$ cat config.mk
export PLATFORM = sky130hd
export DESIGN_NAME = c_result_drain
export DESIGN_NICKNAME = d
export VERILOG_FILES = /design/src/rtl/c_result_drain.sv
export SDC_FILE = /design/constraint.sdc
export NUM_CORES = 1
export LEC_CHECK = 0
export ABC_AREA = 1
export CAP_MARGIN = 20
export CORE_MARGIN = 2
export CORE_UTILIZATION = 50
export CTS_CLUSTER_DIAMETER = 150
export DETAILED_ROUTE_END_ITERATION = 8
export PLACE_DENSITY_LB_ADDON = 0.05
export SYNTH_ARGS = -nofsm -noshare
export SYNTH_HDL_FRONTEND = slang
export SYNTH_SLANG_ARGS = --single-unit
$ cat constraint.sdc
create_clock -name clk -period 9.4 [get_ports clk]
set_clock_uncertainty 0.2 [all_clocks]
set_input_delay 0.94 -clock clk [delete_from_list [all_inputs] [get_ports clk]]
set_output_delay 0.94 -clock clk [all_outputs]
set_load 0.1 [all_outputs]
$ cat src/rtl/c_result_drain.sv
// c_result_drain: drains completed C tiles from the inactive result bank.
// Each toggle of output_trigger_in starts a sequential read of all
// MEM_DEPTH entries; read data streams out through a credit-protected FIFO
// over a valid/ready interface with a last marker on the final entry.
// Optional: define C_DRAIN_TILE_ID_EN to add the tile_id_out counter port.
module c_result_drain #(
  parameter int D_WIDTH        = 64,
  parameter int A_PART_NUM_WTH = 1,
  parameter int B_NUM_WTH      = 1,
  parameter int RD_DELAY       = 2,
  parameter int FIFO_DEPTH     = 4
) (
  input  logic                                clk,
  input  logic                                rst,
  input  logic                                output_trigger_in,
  output logic                                res_rd_en_out,
  output logic [A_PART_NUM_WTH+B_NUM_WTH-1:0] res_rd_addr_out,
  input  logic [D_WIDTH-1:0]                  res_rd_data_in,
  output logic                                m_valid_out,
  input  logic                                m_ready_in,
  output logic [D_WIDTH-1:0]                  m_data_out,
  output logic                                m_last_out,
  output logic                                busy_out,
  output logic                                overrun_err_out
`ifdef C_DRAIN_TILE_ID_EN
  ,
  output logic [15:0]                         tile_id_out
`endif
);

  localparam int AW        = A_PART_NUM_WTH + B_NUM_WTH;
  localparam int MEM_DEPTH = 1 << AW;
  localparam int PW        = (FIFO_DEPTH > 1) ? $clog2(FIFO_DEPTH) : 1;
  localparam int CW        = $clog2(FIFO_DEPTH + 1);
  localparam int IW        = $clog2(RD_DELAY + 1);

  typedef enum logic [1:0] {S_IDLE, S_READ, S_FLUSH} state_t;

  state_t              state;
  logic                trig_q;
  logic                pending;
  logic [AW-1:0]       addr;
  logic                toggle;
  logic                issue;
  logic                issue_last;
  logic                push;
  logic                pop;
  logic [31:0]         occupancy;

  logic [RD_DELAY-1:0] pipe_vld;
  logic [RD_DELAY-1:0] pipe_last;
  logic [IW-1:0]       inflight;

  logic [D_WIDTH-1:0]  fifo_data [FIFO_DEPTH];
  logic                fifo_last [FIFO_DEPTH];
  logic [PW-1:0]       wr_ptr;
  logic [PW-1:0]       rd_ptr;
  logic [CW-1:0]       count;

  // Toggle detect, read-credit check and FIFO handshake decode
  always_comb begin
    toggle     = output_trigger_in ^ trig_q;
    occupancy  = 32'(count) + 32'(inflight);
    issue      = (state == S_READ) && (occupancy < 32'(FIFO_DEPTH));
    issue_last = issue && (addr == AW'(MEM_DEPTH - 1));
    push       = pipe_vld[RD_DELAY-1];
    pop        = (count != '0) && m_ready_in;
  end

  // Output decode; beat fields are forced to zero while no beat is presented
  always_comb begin
    res_rd_en_out   = issue;
    res_rd_addr_out = addr;
    m_valid_out     = (count != '0);
    m_data_out      = m_valid_out ? fifo_data[rd_ptr] : '0;
    m_last_out      = m_valid_out && fifo_last[rd_ptr];
    busy_out        = (state != S_IDLE);
  end

  // Drain control FSM with tile-overlap tracking
  always_ff @(posedge clk or posedge rst) begin
    if (rst) begin
      state           <= S_IDLE;
      trig_q          <= 1'b0;
      pending         <= 1'b0;
      addr            <= '0;
      overrun_err_out <= 1'b0;
    end else begin
      trig_q <= output_trigger_in;
      case (state)
        S_IDLE: begin
          if (toggle || pending) begin
            state   <= S_READ;
            addr    <= '0;
            // a fresh toggle coinciding with a queued tile stays queued
            pending <= toggle && pending;
          end
        end
        S_READ: begin
          if (issue_last) begin
            state <= S_FLUSH;
          end else if (issue) begin
            addr <= addr + 1'b1;
          end
        end
        default: begin
          // leave as the final beat hands off so busy drops right after it
          if (inflight == '0 && (count == '0 || (count == CW'(1) && pop))) begin
            state <= S_IDLE;
          end
        end
      endcase
      if (state != S_IDLE && toggle) begin
        if (pending) begin
          overrun_err_out <= 1'b1;
        end else begin
          pending <= 1'b1;
        end
      end
    end
  end

  // Read-latency tracking: one {valid,last} tag per issued read
  always_ff @(posedge clk or posedge rst) begin
    if (rst) begin
      pipe_vld  <= '0;
      pipe_last <= '0;
      inflight  <= '0;
    end else begin
      for (int unsigned i = RD_DELAY - 1; i > 0; i--) begin
        pipe_vld[i]  <= pipe_vld[i-1];
        pipe_last[i] <= pipe_last[i-1];
      end
      pipe_vld[0]  <= issue;
      pipe_last[0] <= issue_last;
      case ({issue, push})
        2'b10:   inflight <= inflight + 1'b1;
        2'b01:   inflight <= inflight - 1'b1;
        default: inflight <= inflight;
      endcase
    end
  end

  // Output FIFO; credit on the read side guarantees it never overflows
  always_ff @(posedge clk or posedge rst) begin
    if (rst) begin
      for (int unsigned i = 0; i < FIFO_DEPTH; i++) begin
        fifo_data[i] <= '0;
        fifo_last[i] <= 1'b0;
      end
      wr_ptr <= '0;
      rd_ptr <= '0;
      count  <= '0;
    end else begin
      if (push) begin
        fifo_data[wr_ptr] <= res_rd_data_in;
        fifo_last[wr_ptr] <= pipe_last[RD_DELAY-1];
        wr_ptr <= (wr_ptr == PW'(FIFO_DEPTH - 1)) ? '0 : wr_ptr + 1'b1;
      end
      if (pop) begin
        rd_ptr <= (rd_ptr == PW'(FIFO_DEPTH - 1)) ? '0 : rd_ptr + 1'b1;
      end
      case ({push, pop})
        2'b10:   count <= count + 1'b1;
        2'b01:   count <= count - 1'b1;
        default: count <= count;
      endcase
    end
  end

`ifdef C_DRAIN_TILE_ID_EN
  // Tile counter advances when the last beat of a tile is accepted
  always_ff @(posedge clk or posedge rst) begin
    if (rst) begin
      tile_id_out <= '0;
    end else if (pop && fifo_last[rd_ptr]) begin
      tile_id_out <= tile_id_out + 16'd1;
    end
  end
`endif

endmodule

==> flow_summary.yaml <==
setup_path:
  cp.arrival_ps: 4020
  crit_start: "rd_ptr[0]"
  crit_path_end_kind: "primary output"
  r2r_end: "fifo_data[72]"
  crit_path_max_fanout: 74
  crit_path_start_kind: "register"
  path_class: "reg2out"
  worstReg2RegStart: "wr_ptr[0]"
  critPathRequiredTime_ps: 8260
  endpoint: "m_data_out[9]"
  r2r_cells: 5
  rrSetupSlack_ps: 6990
logic_synthesis:
  synth_fa_ha_area_frac: 0.01299
  synth_compound_area_frac: 0.1869
  avgSynthCellArea_sq_um: 8.210
  synth_top_family_by_area: "compound AO/OA/AOI/OAI gates"
  syn_nets: 1606
  synth.distinct_cells: 21
  muxShareOfSynthArea: 0
  yosysWarnings: 0
  synth_cells: 1525
  yosys.area_share.simple: 0.1701
  synth-seq-cells: 280
  synth_area_sq_um: 12520
  yosysSeqAreaShare: 0.5597
  yosys.area_share.xor_xnor: 0.003498
timing:
  slew_headroom: 0.2813
  hold_violations: 0
  period_minus_slack_ps: 5160
  rsz0062_at_grt: "false"
  worst_slew_pin_slew_ps: 1078
  fin_ws_ps: 4240
  max_freq_mhz: 193.8
  slew_viol_final: 0
  period_share: 0.5489
  tns_ps: 0
  finalSetupViolCount: 0
grt:
  antenna_found_initial: 0
  grt_start_max_net_pins: 149
  grt.total_usage: 0.2298
  grt_pass1_wl_mm: 49.60
  grt_pass1_vias: 9871
  grt_remaining_overflow: 0
drt:
  drcViolationCount: 0
  firstDrtPassIters: 7
  wire_per_inst_microns: 15.41
  drtIter0Drc: 766
  viasPerCell: 5.239
  num_vias: 10190
  drtAntennaViolNets: 0
  wl_mm: 29.97
final_layout:
  mostFrequentLayoutCells: "o21ai_0 (398), nand2_1 (287), dfrtp_1 (278), nor2_1 (268), clkdlybuf4s50_1 (138)"
  stdcell_count: 1945
  regArea_sq_um: 7012
  area_delta_synth_final_pct: 18.95
  fillers: 2210
  multi_input_area_sq_um: 4706
  nNetsFinal: 1681
  insertedDiodeCount: 0
  final_layout_size_suffix_gt1_frac: 0.03948
  layout_commonest_cell: "o21ai_0"
place:
  routabilityCongestion: 0.7343
  place_inst: 1891
  dp_hpwl_mm: 16.91
  pre_cts_slack_ps: 4346
  port_buffers: 138
clock_tree:
  cts_made_buffers: 30
  insertion_delay_ps: 550
  cts.path.max_buffers: 3
  htreeDepth: 1
  holdBufCountCts: 0
  clockRootBuffer: "clkbuf_16"
  cts_setup_buffers: 0
  numClockSinks: 280
  clk_pin_slew_worst_paths_ps: 60
  cts-resized-gates: 0
  cts_tree: "built"
run:
  max-cap-violations: 0
floorplanning:
  core_area_sq_um: 24460
  row_count: 57
  fp.dieW_microns: 162.2
  die_h_microns: 162.2
  dieArea_sq_um: 26320
  initial_core_util: 0.5118
  ios: 139
outcome:
  run_status: "finished clean"
worst_hold_path:
  holdCritPathClass: "reg2reg"
  min_from: "pipe_vld[0]"
## registers in the layout, indices dropped and copies added (netlist names)
register,cells
overrun_err_out,1
pipe_vld,2
res_rd_addr_out,2
inflight,2
wr_ptr,2
state,2
count,3
fifo_data,256
trig_q,1
rd_ptr,2
pipe_last,2
pending,1
fifo_last,4
## cell type report
| class | count | share of cell area |
|---|---|---|
| clock inverter | 6 | 0.002269 |
| clock buffer | 47 | 0.06016 |
| inverter | 89 | 0.02302 |
| sequential | 280 | 0.4708 |
| multi-input combinational | 1050 | 0.3160 |
| tap | 324 | 0.02722 |
| timing repair buffer | 149 | 0.1005 |
## metrics by stage
step	cell area, sq um	utilization	hold slack, ps
after floorplan	12520	-	131.2
after global placement	13930	0.5696	133.6
after detailed placement	13930	0.5696	148.2
after CTS	14860	0.6076	161.9
after global routing	14890	0.6088	161.4
final	14890	0.6088	159.7
## cells in the mapped netlist
cell,number,area [sq um]
ha_1,13,162.7
buf_2,53,265.3
o21ai_0,398,1992
o21ai_1,1,5.000
nand2_1,291,1092
buf_4,4,30.03
clkbuf_2,7,35.03
nor2_1,268,1006
inv_2,1,3.750
and2_1,1,6.260
xor2_1,1,8.760
a21oi_1,67,335.3
buf_1,3,11.26
clkbuf_1,37,138.9
buf_6,2,22.52
dfrtp_1,280,7007
nor3_1,1,5.000
nand3_1,4,20.02
xnor2_1,4,35.03
inv_1,88,330.3
o31ai_1,1,7.510
## per-layer routing
metal / part of all wire / track usage / up-vias
li1: - / - / 5053
met1: 0.47 / 0.3323 / 4853
met2: 0.46 / 0.3747 / 243
met3: 0.049 / 0.03039 / 41
met5: 0 / 0 / -
met4: 0.019 / 0.04988 / 0
## worst max-delay path, cell delays in order, from the launching register on
cell	delay, ps
dfrtp_4	860
buf_4	790
nor2_1	110
nor2_1	110
o21ai_0	90
a21oi_1	270
clkdlybuf4s50_1	1190
## worst min-delay path by stage
stage / depth (start not counted) / to / slack, ps
6_report: 0 / pipe_vld[1] / 160
5_1_grt: 0 / pipe_vld[1] / 160
4_1_cts: 0 / pipe_vld[1] / 160
3_5_place_dp: 0 / pipe_vld[1] / 150
3_3_place_gp: 0 / pipe_vld[1] / 130
2_1_floorplan: 0 / pipe_last[1] / 130
## logic make-up (layout without fill, tap and decap cells)
group | count (synthesis) | after routing
AOI/OAI and AO/OA | 467 | 467
DFF | 280 | 280
xor gates and xnor gates | 5 | 5
and+or+nand+nor | 565 | 565
adders and majority gates | 13 | 13
buffers and inverters | 195 | 291
Power is left out: the tool's default activity adds up to more than one toggle a clock period on the data nets, which glitch-free logic cannot reach.
